### config.mk
export PLATFORM = sky130hd
export DESIGN_NAME = fetch_unit_flat
export DESIGN_NICKNAME = d
export VERILOG_FILES = /design/src/rtl/fetch_pkg.sv /design/src/rtl/fetch_unit_if.sv /design/src/rtl/fetch_fifo.sv /design/src/rtl/fetch_unit.sv /design/src/flat_wrapper.sv
export SDC_FILE = /design/constraint.sdc
export NUM_CORES = 1
export LEC_CHECK = 0
export BUFFER_PORTS_ARGS = -buffer_cell sky130_fd_sc_hd__buf_4
export CAP_MARGIN = 20
export CORE_MARGIN = 4
export CORE_UTILIZATION = 59
export CTS_BUF_LIST = sky130_fd_sc_hd__clkbuf_4 sky130_fd_sc_hd__clkbuf_8 sky130_fd_sc_hd__clkbuf_16
export DETAILED_ROUTE_END_ITERATION = 16
export PLACE_DENSITY_LB_ADDON = 0.08
export SYNTH_ARGS = -nofsm -noshare
export SYNTH_HDL_FRONTEND = slang
export SYNTH_SLANG_ARGS = --single-unit
### constraint.sdc
create_clock -name clk -period 4.6 [get_ports clk]
set_clock_uncertainty 0.05 [all_clocks]
set_input_delay 0.69 -clock clk [delete_from_list [all_inputs] [get_ports clk]]
set_output_delay 0.69 -clock clk [all_outputs]
set_load 0.05 [all_outputs]
### src/rtl/fetch_pkg.sv
// Shared types and constants for the instruction-fetch stage.
// Optional statistics counters are enabled with FETCH_STATS_EN.
package fetch_pkg;

  localparam int unsigned FETCH_WIDTH = 32;
  localparam int unsigned INSTR_BYTES = 4;

  typedef enum logic [1:0] {
    BOOT,
    FETCH,
    FULL
  } fetch_state_e;

  typedef struct packed {
    logic [FETCH_WIDTH-1:0] pc;
    logic [FETCH_WIDTH-1:0] instr;
  } fetch_entry_t;

  function automatic logic [31:0] sat_add32(input logic [31:0] a, input logic [31:0] b);
    logic [32:0] sum;
    sum = {1'b0, a} + {1'b0, b};
    return sum[32] ? '1 : sum[31:0];
  endfunction

endpackage

### src/rtl/fetch_unit_if.sv
// Instruction-memory and decode-side signals of the fetch stage.
// master = fetch_unit side, slave = memory/decode environment side.
interface fetch_unit_if #(
  parameter int unsigned WIDTH = 32
);
  logic             imem_req;
  logic [WIDTH-1:0] imem_addr;
  logic [WIDTH-1:0] imem_rdata;
  logic             redirect;
  logic [WIDTH-1:0] redirect_pc;
  logic             out_valid;
  logic             out_ready;
  logic [WIDTH-1:0] out_pc;
  logic [WIDTH-1:0] out_instr;

  modport master (
    output imem_req, imem_addr, out_valid, out_pc, out_instr,
    input  imem_rdata, redirect, redirect_pc, out_ready
  );

  modport slave (
    input  imem_req, imem_addr, out_valid, out_pc, out_instr,
    output imem_rdata, redirect, redirect_pc, out_ready
  );
endinterface

### src/rtl/fetch_fifo.sv
// Prefetch FIFO of {pc, instr} entries with wrap-around pointers.
// Flush takes priority over push and pop in the same cycle.
module fetch_fifo
  import fetch_pkg::*;
#(
  parameter int unsigned DEPTH = 4
) (
  input  logic                   clk,
  input  logic                   rst,
  input  logic                   flush,
  input  logic                   push,
  input  fetch_entry_t           push_data,
  input  logic                   pop,
  output fetch_entry_t           head,
  output logic [$clog2(DEPTH):0] count
);

  localparam int unsigned AW = $clog2(DEPTH);
  localparam int unsigned CW = AW + 1;

  logic [AW-1:0] wr_ptr_q, wr_ptr_d;
  logic [AW-1:0] rd_ptr_q, rd_ptr_d;
  logic [CW-1:0] count_q, count_d;
  fetch_entry_t  mem_q [DEPTH];
  fetch_entry_t  mem_d [DEPTH];

  always_comb begin
    mem_d    = mem_q;
    wr_ptr_d = wr_ptr_q;
    rd_ptr_d = rd_ptr_q;
    count_d  = count_q;
    if (flush) begin
      wr_ptr_d = '0;
      rd_ptr_d = '0;
      count_d  = '0;
    end else begin
      if (push) begin
        mem_d[wr_ptr_q] = push_data;
        wr_ptr_d        = wr_ptr_q + AW'(1);
      end
      if (pop) begin
        rd_ptr_d = rd_ptr_q + AW'(1);
      end
      count_d = count_q + CW'(push) - CW'(pop);
    end
  end

  always_ff @(posedge clk or negedge rst) begin
    if (!rst) begin
      wr_ptr_q <= '0;
      rd_ptr_q <= '0;
      count_q  <= '0;
      for (int unsigned i = 0; i < DEPTH; i++) begin
        mem_q[i] <= '0;
      end
    end else begin
      wr_ptr_q <= wr_ptr_d;
      rd_ptr_q <= rd_ptr_d;
      count_q  <= count_d;
      mem_q    <= mem_d;
    end
  end

  assign head  = mem_q[rd_ptr_q];
  assign count = count_q;

endmodule

### src/rtl/fetch_unit.sv
// Instruction-fetch stage: owns the PC, reads a 1-cycle instruction memory,
// buffers words in a prefetch FIFO. FETCH_STATS_EN adds push/squash counters.
module fetch_unit
  import fetch_pkg::*;
#(
  parameter int unsigned      WIDTH    = FETCH_WIDTH,
  parameter int unsigned      DEPTH    = 4,
  parameter logic [WIDTH-1:0] RESET_PC = '0
) (
  input logic          clk,
  input logic          rst,
  fetch_unit_if.master bus
`ifdef FETCH_STATS_EN
  ,
  output logic [31:0]  stat_fetched,
  output logic [31:0]  stat_squashed
`endif
);

  localparam int unsigned CW = $clog2(DEPTH) + 1;

  fetch_state_e     state_q, state_d;
  logic [WIDTH-1:0] fetch_pc_q, fetch_pc_d;
  logic [WIDTH-1:0] req_pc_q, req_pc_d;
  logic             inflight_q, inflight_d;
  logic [WIDTH-1:0] target;
  logic             req, push, pop, flush, out_valid;
  logic [CW-1:0]    count, count_nxt;
  fetch_entry_t     push_entry, head;

  fetch_fifo #(.DEPTH(DEPTH)) u_fifo (
    .clk      (clk),
    .rst      (rst),
    .flush    (flush),
    .push     (push),
    .push_data(push_entry),
    .pop      (pop),
    .head     (head),
    .count    (count)
  );

  // In-flight reads reserve a FIFO slot so a response always has room.
  always_comb begin
    target           = bus.redirect_pc & ~WIDTH'(INSTR_BYTES - 1);
    out_valid        = (count != '0);
    req              = (state_q == FETCH) && ((count + CW'(inflight_q)) < CW'(DEPTH)) && !bus.redirect;
    pop              = out_valid && bus.out_ready;
    push             = inflight_q && !bus.redirect;
    flush            = bus.redirect;
    push_entry.pc    = FETCH_WIDTH'(req_pc_q);
    push_entry.instr = FETCH_WIDTH'(bus.imem_rdata);
    fetch_pc_d       = fetch_pc_q;
    if (bus.redirect) begin
      fetch_pc_d = target;
    end else if (req) begin
      fetch_pc_d = fetch_pc_q + WIDTH'(INSTR_BYTES);
    end
    req_pc_d   = req ? fetch_pc_q : req_pc_q;
    inflight_d = req;
    count_nxt  = flush ? '0 : count + CW'(push) - CW'(pop);
    state_d    = state_q;
    if (bus.redirect || state_q == BOOT) begin
      state_d = FETCH;
    end else begin
      state_d = ((count_nxt + CW'(inflight_d)) == CW'(DEPTH)) ? FULL : FETCH;
    end
  end

  always_ff @(posedge clk or negedge rst) begin
    if (!rst) begin
      state_q    <= BOOT;
      fetch_pc_q <= RESET_PC;
      req_pc_q   <= '0;
      inflight_q <= 1'b0;
    end else begin
      state_q    <= state_d;
      fetch_pc_q <= fetch_pc_d;
      req_pc_q   <= req_pc_d;
      inflight_q <= inflight_d;
    end
  end

  assign bus.imem_req  = req;
  assign bus.imem_addr = fetch_pc_q;
  assign bus.out_valid = out_valid;
  assign bus.out_pc    = out_valid ? WIDTH'(head.pc) : '0;
  assign bus.out_instr = out_valid ? WIDTH'(head.instr) : '0;

`ifdef FETCH_STATS_EN
  logic [31:0] fetched_q, fetched_d;
  logic [31:0] squashed_q, squashed_d;

  // A pop coinciding with a redirect is a real consume, not a squash.
  always_comb begin
    fetched_d  = push ? sat_add32(fetched_q, 32'd1) : fetched_q;
    squashed_d = squashed_q;
    if (flush) begin
      squashed_d = sat_add32(squashed_q, 32'(count - CW'(pop)) + 32'(inflight_q));
    end
  end

  always_ff @(posedge clk or negedge rst) begin
    if (!rst) begin
      fetched_q  <= '0;
      squashed_q <= '0;
    end else begin
      fetched_q  <= fetched_d;
      squashed_q <= squashed_d;
    end
  end

  assign stat_fetched  = fetched_q;
  assign stat_squashed = squashed_q;
`endif

endmodule

### src/flat_wrapper.sv
// flat-port wrapper written by rule: the top's interface ports become plain ports
module fetch_unit_flat import fetch_pkg::*;
#(
  parameter int unsigned      WIDTH    = FETCH_WIDTH,
  parameter int unsigned      DEPTH    = 4,
  parameter logic [WIDTH-1:0] RESET_PC = '0
)
  (clk, rst, bus_imem_req, bus_imem_addr, bus_out_valid, bus_out_pc, bus_out_instr, bus_imem_rdata, bus_redirect, bus_redirect_pc, bus_out_ready);
  fetch_unit_if #(.WIDTH(WIDTH)) bus_i ();
  input logic clk;
  input logic rst;
  output wire logic [$bits(bus_i.imem_req)-1:0] bus_imem_req;
  output wire logic [$bits(bus_i.imem_addr)-1:0] bus_imem_addr;
  output wire logic [$bits(bus_i.out_valid)-1:0] bus_out_valid;
  output wire logic [$bits(bus_i.out_pc)-1:0] bus_out_pc;
  output wire logic [$bits(bus_i.out_instr)-1:0] bus_out_instr;
  input wire logic [$bits(bus_i.imem_rdata)-1:0] bus_imem_rdata;
  input wire logic [$bits(bus_i.redirect)-1:0] bus_redirect;
  input wire logic [$bits(bus_i.redirect_pc)-1:0] bus_redirect_pc;
  input wire logic [$bits(bus_i.out_ready)-1:0] bus_out_ready;
  assign bus_imem_req = bus_i.imem_req;
  assign bus_imem_addr = bus_i.imem_addr;
  assign bus_out_valid = bus_i.out_valid;
  assign bus_out_pc = bus_i.out_pc;
  assign bus_out_instr = bus_i.out_instr;
  assign bus_i.imem_rdata = bus_imem_rdata;
  assign bus_i.redirect = bus_redirect;
  assign bus_i.redirect_pc = bus_redirect_pc;
  assign bus_i.out_ready = bus_out_ready;
  fetch_unit #(.WIDTH(WIDTH), .DEPTH(DEPTH), .RESET_PC(RESET_PC)) u_core (.clk(clk), .rst(rst), .bus(bus_i));
endmodule
* Word level (Yosys, flattened, before mapping)
Index checks and enable logic that the tools add are counted.
** Storage, ports and cells
- Register bits after elaboration :: 330
- Input bits :: 68
** Operators by class
- Add/sub/neg operators :: 7
- Order comparisons :: 4
- Equal/unequal tests :: 2
- Muxes and demuxes :: 17
- Bitwise operators :: 3
- Reduce and logical (&&, ||, !) cells :: 13
** Operators with widths (count)
- bitwise mux 256 bit :: 1
- two-way mux 64 bit :: 3
- binary-select mux 64 bit (select 2 bit) :: 1
- demux 64 bit (select 2 bit) :: 1
- two-way mux 32 bit :: 4
- adder 32 x 3 -> 32 bit (second input constant) :: 1
- two-way mux 2 bit :: 6
- adder 3 x 1 -> 3 bit :: 3
- >= comparator 3 bit (second input constant) :: 2
- NOT 2 -> 3 bit :: 2
- nonzero test 2 bit :: 3
- logical AND 1 bit :: 5
- adder 2 x 1 -> 2 bit (second input constant) :: 2
- equality test 3 bit (second input constant) :: 1
- less-than comparator 3 x 1 -> 1 bit (second input constant) :: 1
- less-than comparator 3 bit (second input constant) :: 1
- two-way mux 3 bit :: 1
- nonzero test 3 bit :: 1
- subtractor 3 x 1 -> 3 bit :: 1
- equality test 2 x 1 -> 1 bit (second input constant) :: 1
- logical NOT 2 bit :: 1
- AND reduction 2 bit :: 1
- logical NOT 1 bit :: 1
- logical OR 1 bit :: 1
- NOT 1 bit :: 1

* Logic depth before layout (Yosys ltp)
Gate-level depths: netlist (run 1).
- Depth in word-level cells :: 9
- Depth in mapped cells :: 13
- Gate-level depth less buffers :: 11

* Hierarchy
A second synthesis (run 1) with hierarchy kept.
** Second synthesis, totals
- Cells, all modules :: 1021
- Area, all modules :: 16079.2 um2
** By module, submodules not included
- fetch_fifo :: instances 1, cells an instance 657, area an instance 12485.7 um2, seq. area each 6581.3 um2
- fetch_unit :: instances 1, cells an instance 364, area an instance 3593.4 um2, seq. area each 1576.5 um2

* Worst setup path after synthesis (run 1)
No wires, ideal clock.
- Kind :: reg2reg
- Start :: reg u_core.u_fifo.count_q[1] (netlist: u_core.u_fifo.count[1])
- End :: reg u_core.state_q[0]
- Library setup time :: 131 ps
- Arrival :: 3160 ps
- Required time :: 4419 ps
- Setup slack :: 1258 ps
- Stages on the path, launching flop included :: 13
- Buffers on the path :: 1
- Period minus slack after synthesis :: 3342 ps
- Cells stage by stage :: dfrtp_1 -> or3_1 -> clkbuf_1 -> and2_1 -> ha_1 -> inv_1 -> ha_1 -> inv_1 -> fa_1 -> nor2_1 -> ha_1 -> or3_1 -> or3_1
** On the way
- Longest elaborated chain between the ends :: 8
** Ends and longest elaborated chain
- start, declared :: line fetch_fifo.sv:23 : logic [CW-1:0] count_q, count_d;
- start signal, assigned :: line fetch_fifo.sv:59 : count_q <= count_d;
- parallel branches: the longest is 2 deep, another holds adder 3 x 1 -> 3 bit
- subtractor 3 x 1 -> 3 bit (*) :: line fetch_unit.sv:60 : count_nxt = flush ? '0 : count + CW'(push) - CW'(pop);
- two-way mux 3 bit (*) :: line fetch_unit.sv:60
- net u_core.count_nxt[1] :: line fetch_unit.sv:28 : logic [CW-1:0] count, count_nxt;
- adder 3 x 1 -> 3 bit (*) :: line fetch_unit.sv:65 : state_d = ((count_nxt + CW'(inflight_d)) == CW'(DEPTH)) ? FULL : FETCH;
- equality test 3 bit (*) :: line fetch_unit.sv:65
- two-way mux 2 bit (*) :: line fetch_unit.sv:65
- two-way mux 2 bit (*) :: line fetch_unit.sv:62 : if (bus.redirect || state_q == BOOT) begin
- net u_core.state_d[0] :: line fetch_unit.sv:22 : fetch_state_e state_q, state_d;
- end signal, assigned :: line fetch_unit.sv:76 : state_q <= state_d;
- end, declared :: line fetch_unit.sv:22
Mark *: on every way through the listed nets, which the timed path passes.
A chain may end at the register's enable or synchronous reset.

* Final worst setup path (run 1)
- Start :: reg u_core.u_fifo.rd_ptr_q[0]
- End :: out bus_out_instr[6]
** On the way
- Longest elaborated chain between the ends :: 5
** Ends and longest elaborated chain
- start, declared :: line fetch_fifo.sv:22 : logic [AW-1:0] rd_ptr_q, rd_ptr_d;
- start signal, assigned :: line fetch_fifo.sv:58 : rd_ptr_q <= rd_ptr_d;
- NOT 2 -> 3 bit (not written as such) :: line fetch_fifo.sv:64 : assign head = mem_q[rd_ptr_q];
- binary-select mux 64 bit (select 2 bit) :: line fetch_fifo.sv:64
- two-way mux 64 bit (not written as such) (2 in a row) :: line fetch_fifo.sv:64
- two-way mux 32 bit :: line fetch_unit.sv:87 : assign bus.out_instr = out_valid ? WIDTH'(head.instr) : '0;
- end, declared :: line flat_wrapper.sv:16 : output wire logic [$bits(bus_i.out_instr)-1:0] bus_out_instr;
Every way passes these cells. The select of a mux whose other input is x is not followed.

==> results.ini, run 1 <==
[pwr]
total_power_mw=13.2
power_density_nw_per_um2=764
p_leak_nw=7.76
ir_drop_mv=0.382

[floorplanning]
pin_count=166
coreArea_um2=24300
floorplan.rows=57
die_w_um=165
die_height_um=165
dieArea_um2=27400
initial_utilization_pct=60.1

[route]
first_iter_violations=522
vias_per_cell=5.96
routed_wl_mm=30.4
vias=8914
routedWlPerCell_um=20.3
drc=0
drt-pass1-iter-count=5
antenna_left=0

[worst_setup_path]
crit_path_end_kind=primary output
crit_type=flop to primary output
crit_arrival_ns=2.75
start_kind=flop
required_ns=3.86
crit_fanout=34

[place]
place.gp.congestion=0.797
pre_cts_ws_ns=0.974
post-dp-hpwl_mm=18.5
io_buffers=159
placed_area_um2=16100

[timing]
fin_ws_ns=1.11
max_freq_ghz=0.287
finalSetupTns_ns=0
finalHoldViolCount=0
rsz0062_at_grt=false
worst_slew_pin_slew_ns=1.04
setup_viol=0
slew-limit-headroom_pct=30.5
fin_crit_ns=3.49
finalMaxSlewViolations=0
post-route-period-util_pct=75.8

[clock_network]
cts_hold_buf=0
clkTransAtPathRegs_ns=0.06
cts_resized=0
clock-sinks=318
clock_path_buffers=3
cts_made_buffers=35
cts-root-buf=clkbuf_16
cts_tree=built
insertion_delay_ns=0.49
post_cts_buffers=0
htree_levels=2

[logic_synthesis]
syn_area_um2=14600
synthArstFlopShare_pct=100
synth_cells=1003
synth_top_area_share_pct=54.4
synth-edff-count=0
synth.yosys.seq_area_share_pct=54.4
avgSynthCellArea_um2=14.6
synth_flop_cell=dfrtp_1
yosys.area.top_type=dfrtp_1
yosysUniqueCellTypes=43
yosysWarnings=0
synth-seq-cells=318
ys_top_cells_by_area=dfrtp_1, mux2_2, mux4_2, and2_1, buf_2

[run]
maxCapViolCount=0

[worst_hold_path]
hold_path_class=primary input to asynchronous set/reset pin

[global_route]
grt_first_pass_wirelength_mm=50.1
antenna_found_initial=0
grt-ovfl-total=0
grt_max_degree=116
grt_usage_pct=23.0
grt_pass1_vias=9411

[cells_and_area]
diodes=0
layout.nets=1224
area_growth_pct=18.1
fin_area_um2=17300
final_layout_size_suffix_gt1_share_pct=50.3
utilization_pct=71.0
fillers=1687

[run_status]
status=complete, no violations

final cells by class:
type,count,area [um2],share of cell area [%]
Sequential cell,318,7960,46.1
Multi-Input combinational cell,612,6350,36.8
Timing Repair Buffer,173,1330,7.71
Clock buffer,58,1160,6.71
Tap cell,324,405,2.35
Clock inverter,5,27.5,0.159
Inverter,6,22.5,0.130
layer usage:
metal  global-route usage (%)  share of wire [%]  wire length (um)
met5                        0                  0                 0
met4                     4.09                1.2               353
met3                     3.75                5.1              1570
met2                     37.6                 49             14800
met1                     33.5                 45             13700
sequential cells by signal, indices dropped and copies added (netlist names):
name	flops
u_core.u_fifo.mem_q	248
u_core.u_fifo.rd_ptr_q	2
u_core.req_pc_q	30
u_core.u_fifo.count	3
u_core.state_q	2
u_core.u_fifo.wr_ptr_q	2
u_core.bus.imem_addr	30
u_core.inflight_q	1
report_power, final:
| part | switching, mW | total [mW] | leakage (nW) | internal (mW) |
|---|---|---|---|---|
| clock | 1.06 | 2.78 | 0.599 | 1.72 |
| sequential | 0.815 | 4.79 | 3.96 | 3.97 |
| combinational | 3.02 | 5.61 | 3.20 | 2.60 |
stage by stage:
stage	hold slack (ns)	std cells
6_report	0.227	1496
5_1_grt	0.299	1496
4_1_cts	0.256	1496
3_5_place_dp	0.437	1433
3_3_place_gp	0.431	1433
2_1_floorplan	0.344	1006
logic make-up after synthesis:
group | synth area share, %
flip-flops | 54.4
AND/OR/NAND/NOR | 7.16
XOR/XNOR | 0.753
AO/OA/AOI/OAI | 3.18
multiplexers | 31.1
other | 0.0256
adder cells (fa/ha/maj) | 0.907
buffers and inverters | 2.45
Yosys cell counts (all sizes together) (9+ instances only):
cell type / instances
dfrtp: 318
mux2: 278
and2: 67
mux4: 62
buf: 47
nand2: 26
nor2: 24
clkbuf: 23
or4: 20
a31oi: 17
nand3: 15
o31ai: 13
o21ai: 11
o211ai: 10
ha: 9
worst paths after layout:
path / cells after the start / from / endpoint / slack (ns)
min in group clk: 3 / bus_redirect_pc[6] / u_core.bus.imem_addr[6]$_DFFE_PN0N_ / 0.35
min reg2reg: 1 / u_core.u_fifo.mem_q[89]$_DFFE_PN0P_ / u_core.u_fifo.mem_q[89]$_DFFE_PN0P_ / 0.45
max in group asynchronous: 2 / rst / u_core.u_fifo.mem_q[188]$_DFFE_PN0P_ / 3.25
max: 4 / u_core.u_fifo.rd_ptr_q[0]$_DFFE_PN0P_ / bus_out_instr[6] / 1.11
min: 1 / rst / u_core.u_fifo.mem_q[199]$_DFFE_PN0P_ / 0.23
max reg2reg: 11 / u_core.u_fifo.count[1]$_DFF_PN0_ / u_core.state_q[0]$_DFF_PN0_ / 1.17
layout by cell type (no fill, tap or decap), types with 8 or more instances in the layout:
cell / synthesis / final
o21ai_0: 10 / 10
mux2_2: 275 / 275
o31ai_1: 13 / 13
clkbuf_8: 0 / 12
ha_1: 9 / 9
buf_4: 6 / 170
clkbuf_4: 0 / 9
o211ai_1: 8 / 8
nand2_1: 26 / 22
clkbuf_16: 0 / 37
dfrtp_1: 318 / 316
a31oi_1: 16 / 16
mux4_2: 62 / 62
nor2_1: 23 / 23
or4_1: 20 / 20
and2_1: 67 / 67
nand3_1: 14 / 14
critical path, stage by stage, from the launching register on:
cell and delay [ns]:
dfrtp_4 0.91, buf_4 0.42, mux4_2 0.55, and2_1 0.17, buf_4 0.19
(Power assumes the default switching activity.)
==> inputs of run 2 (changes only) <==
clock period = 3.26 ns   (was 4.6 ns; I/O delays follow)
==> run 2 against run 1 <==
Sequential cell count unchanged; clock power grew 28%; combinational power rose by 46%; first-iteration DRC count decreased by 9.6%; critical path type is now flop to flop; critical endpoint is now u_core.state_q[0]$_DFF_PN0_; largest power group unchanged; highest routed layer unchanged.
==> results.ini, run 2 (synthesized netlist as in run 1, its figures left out) <==
[run_status]
status=complete, no violations  ; unchanged

[floorplanning]
die_w_um=165  ; unchanged
coreArea_um2=24300  ; unchanged
dieArea_um2=27400  ; unchanged
initial_utilization_pct=60.1  ; unchanged
die_height_um=165  ; unchanged
floorplan.rows=57  ; unchanged
pin_count=166  ; unchanged

[worst_setup_path]
cpMostUsedCell=or3_4  ; was buf_4
r2r_end=u_core.state_q[0]$_DFF_PN0_  ; unchanged
cp.depth=11  ; was 4
reg2reg_depth=11  ; unchanged
crit_fanout=2  ; was 34
path_buf_inv=2  ; unchanged
regToRegStartpoint=u_core.u_fifo.count[1]$_DFF_PN0_  ; unchanged
path_delay_family=simple AND/OR/NAND/NOR gates  ; was flip-flops
crit_chain=or3_4 > and2_4 > ha_4 > inv_1 > ha_2 > inv_2 > fa_1 > nor2_2 > ha_1 > or3_4 > or3_1  ; was buf_4 > mux4_2 > and2_1 > buf_4
required_ns=3.64  ; was 3.86 ns
r2r_setup_slack_ns=0.08  ; was 1.17 ns
critPathMaxStageDelay_ns=0.52  ; was 0.91 ns
crit_arrival_ns=3.56  ; was 2.75 ns
critPathSlowestCell=fa_1  ; was dfrtp_4
crit_type=flop to flop  ; was flop to primary output
start_kind=flop  ; unchanged
crit_path_end_kind=flop  ; was primary output

[timing]
finalMaxSlewViolations=0  ; unchanged
fin_crit_ns=3.18
fin_ws_ns=0.0827  ; was 1.11 ns
rsz0062_at_grt=false  ; unchanged
post-route-period-util_pct=97.5
slew-limit-headroom_pct=53.6  ; was 30.5%
setup_viol=0  ; unchanged
worst_slew_pin_slew_ns=0.694  ; was 1.04 ns
max_freq_ghz=0.315
finalHoldViolCount=0  ; unchanged
finalSetupTns_ns=0  ; unchanged

[place]
place.gp.congestion=0.822  ; was 0.797
pre_cts_ws_ns=0.0460  ; was 0.974 ns
io_buffers=159  ; unchanged
placed_area_um2=16300  ; was 16,100 um2
post-dp-hpwl_mm=19.4  ; was 18.5 mm

[clock_network]
cts-root-buf=clkbuf_16  ; unchanged
insertion_delay_ns=0.55  ; was 0.49 ns
cts_made_buffers=31  ; was 35
clkTransAtPathRegs_ns=0.06  ; about the same
cts_tree=built  ; unchanged
htree_levels=1  ; was 2
clock-sinks=318  ; unchanged
clock_path_buffers=3  ; unchanged

[pwr]
p_seq_share_pct=36.0  ; was 36.3%
power_density_nw_per_um2=1060  ; was 764 nW/um2
p_sw_mw=6.92  ; was 4.89 mW
p_leak_nw=7.78  ; was 7.76 nW
ir_drop_mv=0.574  ; was 0.382 mV
pwr-share-clk_pct=19.3  ; was 21.1%
sw_frac_of_total_pct=37.6  ; was 37.1%
p_comb_share_pct=44.7  ; was 42.6%
p_int_mw=11.5  ; was 8.29 mW

[global_route]
grt-ovfl-total=0  ; unchanged
grt_max_degree=85  ; was 116
antenna_found_initial=0  ; unchanged
grt_first_pass_wirelength_mm=50.2  ; was 50.1 mm
grt_usage_pct=23.0  ; about the same
grt_pass1_vias=9522  ; was 9,411

[route]
drt-pass1-iter-count=5  ; unchanged
first_iter_violations=472  ; was 522
vias_per_cell=5.94  ; was 5.96
antenna_left=0  ; unchanged
drc=0  ; unchanged
routed_wl_mm=30.8  ; was 30.4 mm
vias=8941  ; was 8,914
routedWlPerCell_um=20.4  ; was 20.3 um

[worst_hold_path]
hold_path_class=primary input to flop  ; was primary input to asynchronous set/reset pin
hp-start=bus_redirect_pc[7]
min_delay_path_depth=3
min_to=u_core.bus.imem_addr[7]$_DFFE_PN0N_

[cells_and_area]
regMostFlops=u_core.u_fifo.mem_q  ; unchanged
fin_area_um2=17300  ; about the same
layout_commonest_cell=dfrtp_1  ; unchanged
layout_common_cells=dfrtp_1, mux2_2, buf_4  ; unchanged
final_layout_size_suffix_gt1_share_pct=51.2  ; was 50.3%
area_growth_pct=18.5  ; was 18.1%
layout.nets=1234  ; was 1,224
largest_reg_flops=248  ; unchanged
diodes=0  ; unchanged

[run]
maxCapViolCount=0  ; unchanged

==> run 2: changes by cell type in the layout (fill, tap and decap cells not counted), moves of 4 or more <==
cell and change:
clkinv_2 +4, buf_4 +7, buf_12 +6, clkbuf_4 -4
clkbuf_16 -6
==> run 2: timing repair <==
| item | in CTS | in global routing |
|---|---|---|
| setup buffers | 0 | 1 |
| setup endpoints to repair | 0 | 1 |
| endpoints found under the hold margin | 51 | 0 |
| hold buffers | 1 | 0 |
| gates resized for setup | 0 | 3 |
==> run 2: area by class of cell <==
class / count / area (um2)
timing repair buffer: 187 / 1510
tap: 324 / 405
clock inverter: 11 / 87.6
inverter: 6 / 22.5
fill: 1665 / 7000
multi-input combinational: 612 / 6380
clock buffer: 46 / 951
sequential: 318 / 7960
==> run 2: worst max-delay path by stage <==
stage                                     startpoint                     endpoint  slack [ns]
finish              u_core.u_fifo.count[1]$_DFF_PN0_  u_core.state_q[0]$_DFF_PN0_        0.08
global route        u_core.u_fifo.count[0]$_DFF_PN0_                 bus_imem_req       0.008
CTS                 u_core.u_fifo.count[2]$_DFF_PN0_  u_core.state_q[0]$_DFF_PN0_        0.02
detailed placement  u_core.u_fifo.count[2]$_DFF_PN0_  u_core.state_q[0]$_DFF_PN0_        0.05
global placement    u_core.u_fifo.count[2]$_DFF_PN0_  u_core.state_q[0]$_DFF_PN0_        0.14
floorplan           u_core.u_fifo.count[2]$_DFF_PN0_  u_core.state_q[0]$_DFF_PN0_        0.01
==> run 2: metrics by stage <==
stage          instances  total power, mW  hold slack, ns  utilization [%]
2_1_floorplan       1006             12.6           0.143                -
3_3_place_gp        1445             14.7           0.383             66.9
3_5_place_dp        1445             14.9           0.384             66.9
4_1_cts             1503             18.6          0.0822             71.2
5_1_grt             1504             19.4          0.0912             71.2
6_report            1504             18.4           0.101             71.2
==> run 2: per-layer routing <==
layer	global-route usage (%)	up-vias	wire length [um]
li1	-	4011	-
met1	33.9	4665	13900
met2	37.4	232	14900
met3	3.50	33	1630
met4	3.90	0	358
met5	0	-	0
==> run 2: worst reg2reg max path, cell delays in order (launching register included) <==
cell	delay, ns
dfrtp_2	0.41
or3_4	0.39
and2_4	0.18
ha_4	0.20
inv_1	0.06
ha_2	0.17
inv_2	0.04
fa_1	0.52
nor2_2	0.06
ha_1	0.31
or3_4	0.34
or3_1	0.35
==> run 2: power by group through the flow <==
stage	sequential, mW	combinational [mW]	clock, mW
after global routing	6.84	8.77	3.81
after floorplan	6.48	6.08	0
after global placement	6.60	8.11	0
after detailed placement	6.67	8.27	0
after CTS	6.62	8.30	3.63
final	6.63	8.21	3.55
==> inputs of run 3 (changes only) <==
CORE_UTILIZATION = 60   (was 59)
SYNTH_HIERARCHICAL = 1   (was not set)
==> run 3 against run 2 <==
Sequential cell count grew 8; worst setup slack gained 0.070 ns; utilization grew 0.40 points; non-clock buffer count grew 6; wire length grew 11%; maximum frequency grew 2.3%; sequential power shrank 6.5%; largest cell class unchanged; die area grew 7.7%; highest routed layer unchanged; critical path type is now flop to primary output; synthesized cell count grew 1.8%; register-to-register slack gained 0.08 ns; first-iteration DRC count shrank 13%.
==> results.ini, run 3 <==
[route]
routed_wl_mm=34.0  ; was 30.8 mm
vias=9046  ; was 8,941
drt-pass1-iter-count=5  ; unchanged
first_iter_violations=412  ; was 472
routedWlPerCell_um=21.9  ; was 20.4 um
vias_per_cell=5.82  ; was 5.94
drc=0  ; unchanged
antenna_left=0  ; unchanged

[timing]
fin_crit_ns=3.11  ; was 3.18 ns
finalSetupTns_ns=0  ; unchanged
finalHoldViolCount=0  ; unchanged
slew-limit-headroom_pct=49.1  ; was 53.6%
worst_slew_pin_slew_ns=0.764  ; was 0.694 ns
post-route-period-util_pct=95.3  ; was 97.5%
setup_viol=0  ; unchanged
finalMaxSlewViolations=0  ; unchanged
rsz0062_at_grt=false  ; unchanged
max_freq_ghz=0.322  ; was 0.315 GHz

[logic_synthesis]
synth_top_area_share_pct=50.7  ; was 54.4%
ys_top_cells_by_count=dfrtp_1, mux2_4, and2_1, mux4_2, mux2_2  ; was dfrtp_1, mux2_2, and2_1, mux4_2, buf_2
synth-edff-count=0  ; unchanged
synth_cells=1021  ; was 1,003
synth.yosys.seq_area_share_pct=50.7  ; was 54.4%
synth_flop_cell=dfrtp_1  ; unchanged
synth-seq-cells=326  ; was 318
yosysUniqueCellTypes=53  ; was 43
yosys.area.top_type=dfrtp_1  ; unchanged
ys_top_cells_by_area=dfrtp_1, mux2_4, mux4_2, mux2_2, and2_1  ; was dfrtp_1, mux2_2, mux4_2, and2_1, buf_2
yosysWarnings=6  ; was 0
synthArstFlopShare_pct=100  ; unchanged
avgSynthCellArea_um2=15.7  ; was 14.6 um2
syn_area_um2=16100  ; was 14,600 um2
yosysMostFrequentCell=dfrtp_1  ; unchanged

[worst_setup_path]
crit_fanout=27  ; was 2
cpMostUsedCell=buf_4  ; was or3_4
crit_arrival_ns=2.57  ; was 3.56 ns
crit_path_end_kind=primary output  ; was flop
regToRegStartpoint=u_core/u_fifo/count[1]$_DFF_PN0_  ; was u_core.u_fifo.count[1]$_DFF_PN0_
path_buf_inv=2  ; unchanged
crit_type=flop to primary output  ; was flop to flop
crit_chain=buf_4 > mux4_2 > and2_1 > buf_4  ; was or3_4 > and2_4 > ha_4 > inv_1 > ha_2 > inv_2 > fa_1 > nor2_2 > ha_1 > or3_4 > or3_1
start_kind=flop  ; unchanged
path_delay_family=flip-flops  ; was simple AND/OR/NAND/NOR gates
required_ns=2.72  ; was 3.64 ns
startpoint=u_core/u_fifo/rd_ptr_q[0]$_DFFE_PN0P_  ; was u_core.u_fifo.count[1]$_DFF_PN0_
critPathSlowestCell=dfrtp_4  ; was fa_1
critPathMaxStageDelay_ns=0.83  ; was 0.52 ns

[cells_and_area]
final_layout_size_suffix_gt1_share_pct=50.6  ; was 51.2%
layout.nets=1273  ; was 1,234
layout_commonest_cell=dfrtp_1  ; unchanged
regMostFlops=u_core/u_fifo/mem_q  ; was u_core.u_fifo.mem_q
largest_reg_flops=256  ; was 248
layout_common_cells=dfrtp_1, mux2_4, buf_4  ; was dfrtp_1, mux2_2, buf_4
diodes=0  ; unchanged
area_growth_pct=16.7  ; was 18.5%
fin_area_um2=18800  ; was 17,300 um2

[pwr]
p_seq_share_pct=36.1  ; was 36.0%
power_density_nw_per_um2=916  ; was 1060 nW/um2
p_comb_share_pct=40.1  ; was 44.7%
ir_drop_mv=0.489  ; was 0.574 mV
p_sw_mw=6.14  ; was 6.92 mW
pwr-share-clk_pct=23.8  ; was 19.3%
sw_frac_of_total_pct=35.7  ; was 37.6%
p_leak_nw=9.45  ; was 7.78 nW
p_int_mw=11.1  ; was 11.5 mW

[global_route]
grt_pass1_vias=9949  ; was 9,522
grt_first_pass_wirelength_mm=55.2  ; was 50.2 mm
grt_usage_pct=23.6  ; was 23.0%
grt-ovfl-total=0  ; unchanged
antenna_found_initial=0  ; unchanged
grt_max_degree=74  ; was 85

[clock_network]
clock_path_buffers=3  ; unchanged
clkTransAtPathRegs_ns=0.06  ; about the same
cts_tree=built  ; unchanged
insertion_delay_ns=0.51  ; was 0.55 ns
cts-root-buf=clkbuf_16  ; unchanged
post_cts_buffers=0  ; unchanged
cts_made_buffers=36  ; was 31
htree_levels=2  ; was 1
cts_resized=0  ; unchanged
clock-sinks=326  ; was 318

[place]
place.gp.congestion=0.812  ; was 0.822
io_buffers=161  ; was 159
placed_area_um2=17600  ; was 16,300 um2
post-dp-hpwl_mm=21.4  ; was 19.4 mm

[floorplanning]
pin_count=166  ; unchanged
initial_utilization_pct=61.4  ; was 60.1%
floorplan.rows=59  ; was 57
dieArea_um2=29500  ; was 27,400 um2
die_height_um=172  ; was 165 um
die_w_um=172  ; was 165 um
coreArea_um2=26200  ; was 24,300 um2

[worst_hold_path]
hp-start=bus_redirect_pc[11]  ; was bus_redirect_pc[7]
hold_path_class=primary input to flop  ; unchanged

[run_status]
status=complete, no violations  ; unchanged

[run]
maxCapViolCount=0  ; unchanged

[run 3: layout make-up]
type	instances	area, um2
flip-flops and latches	326	8170
well taps	335	419
multi-input cells	621	7320
clock inverters	14	156
repair buffers	193	1610
inverters	14	52.6
clock buffers	51	1050
fillers	1780	7440
[run 3: through the flow]
| stage | power [mW] | hold WS, ns | util, % | cells | setup WS (ns) |
|---|---|---|---|---|---|
| final | 17.2 | 0.136 | 71.6 | 1554 | 0.153 |
| after global routing | 18.0 | 0.129 | 71.6 | 1554 | 0.0314 |
| after CTS | 17.4 | 0.119 | 71.6 | 1554 | 0.0975 |
| after detailed placement | 13.2 | 0.428 | 67.0 | 1488 | 0.176 |
| after global placement | 13.0 | 0.421 | 67.0 | 1488 | 0.241 |
| after floorplan | 11.3 | 0.143 | - | 1030 | 0.162 |
[run 3: what timing repair did]
action,CTS,global route
endpoints found under the setup margin,0,0
hold buffers,1,0
endpoints found under the hold margin,69,0
[run 3: worst paths after layout]
path,endpoint,slack [ns],depth (start not counted)
worst max-delay path,bus_out_pc[13],0.15,4
worst min-delay path,u_core/bus.imem_addr[11]$_DFFE_PN0N_,0.14,3
worst max register to register,u_core/state_q[0]$_DFF_PN0_,0.16,13
worst min register to register,u_core/u_fifo/mem_q[2]$_DFFE_PN0P_,0.44,1
max in group asynchronous,u_core/u_fifo/rd_ptr_q[1]$_DFFE_PN0P_,1.87,3
min in group asynchronous,u_core/u_fifo/mem_q[217]$_DFFE_PN0P_,0.50,2
[run 3: worst register-to-register path, delay by kind of cell (launching register included)]
kind                       cells  cell delay (ns)
adders and majority gates      4             1.14
buffers and inverters          3             0.15
xor gates and xnor gates       2             0.33
and+or+nand+nor                3             0.77
AOI/OAI and AO/OA              1             0.18
DFF                            1             0.38
[run 3: cells by family after synthesis]
logic type | share of synthesized area [%]
adder cells (fa/ha/maj) | 1.10
buffers and inverters | 3.97
AND/OR/NAND/NOR | 6.66
flip-flops | 50.7
AO/OA/AOI/OAI | 1.49
other | 0.0233
multiplexers | 34.2
XOR/XNOR | 1.77
[run 3: per-layer routing]
metal | global-route usage [%] | vias to the layer above | routed length [um]
met1 | 34.2 | 4755 | 15600
met5 | 0 | - | 0
li1 | - | 4016 | -
met2 | 38.5 | 234 | 16400
met4 | 4.75 | 0 | 471
met3 | 3.82 | 41 | 1560
[run 3: power by group through the flow]
| stage | sequential (mW) | combinational (mW) | clock [mW] |
|---|---|---|---|
| floorplan | 6.00 | 5.29 | 0 |
| global placement | 6.18 | 6.84 | 0 |
| detailed placement | 6.21 | 6.97 | 0 |
| CTS | 6.20 | 6.98 | 4.20 |
| global route | 6.36 | 7.30 | 4.37 |
| finish | 6.20 | 6.90 | 4.10 |
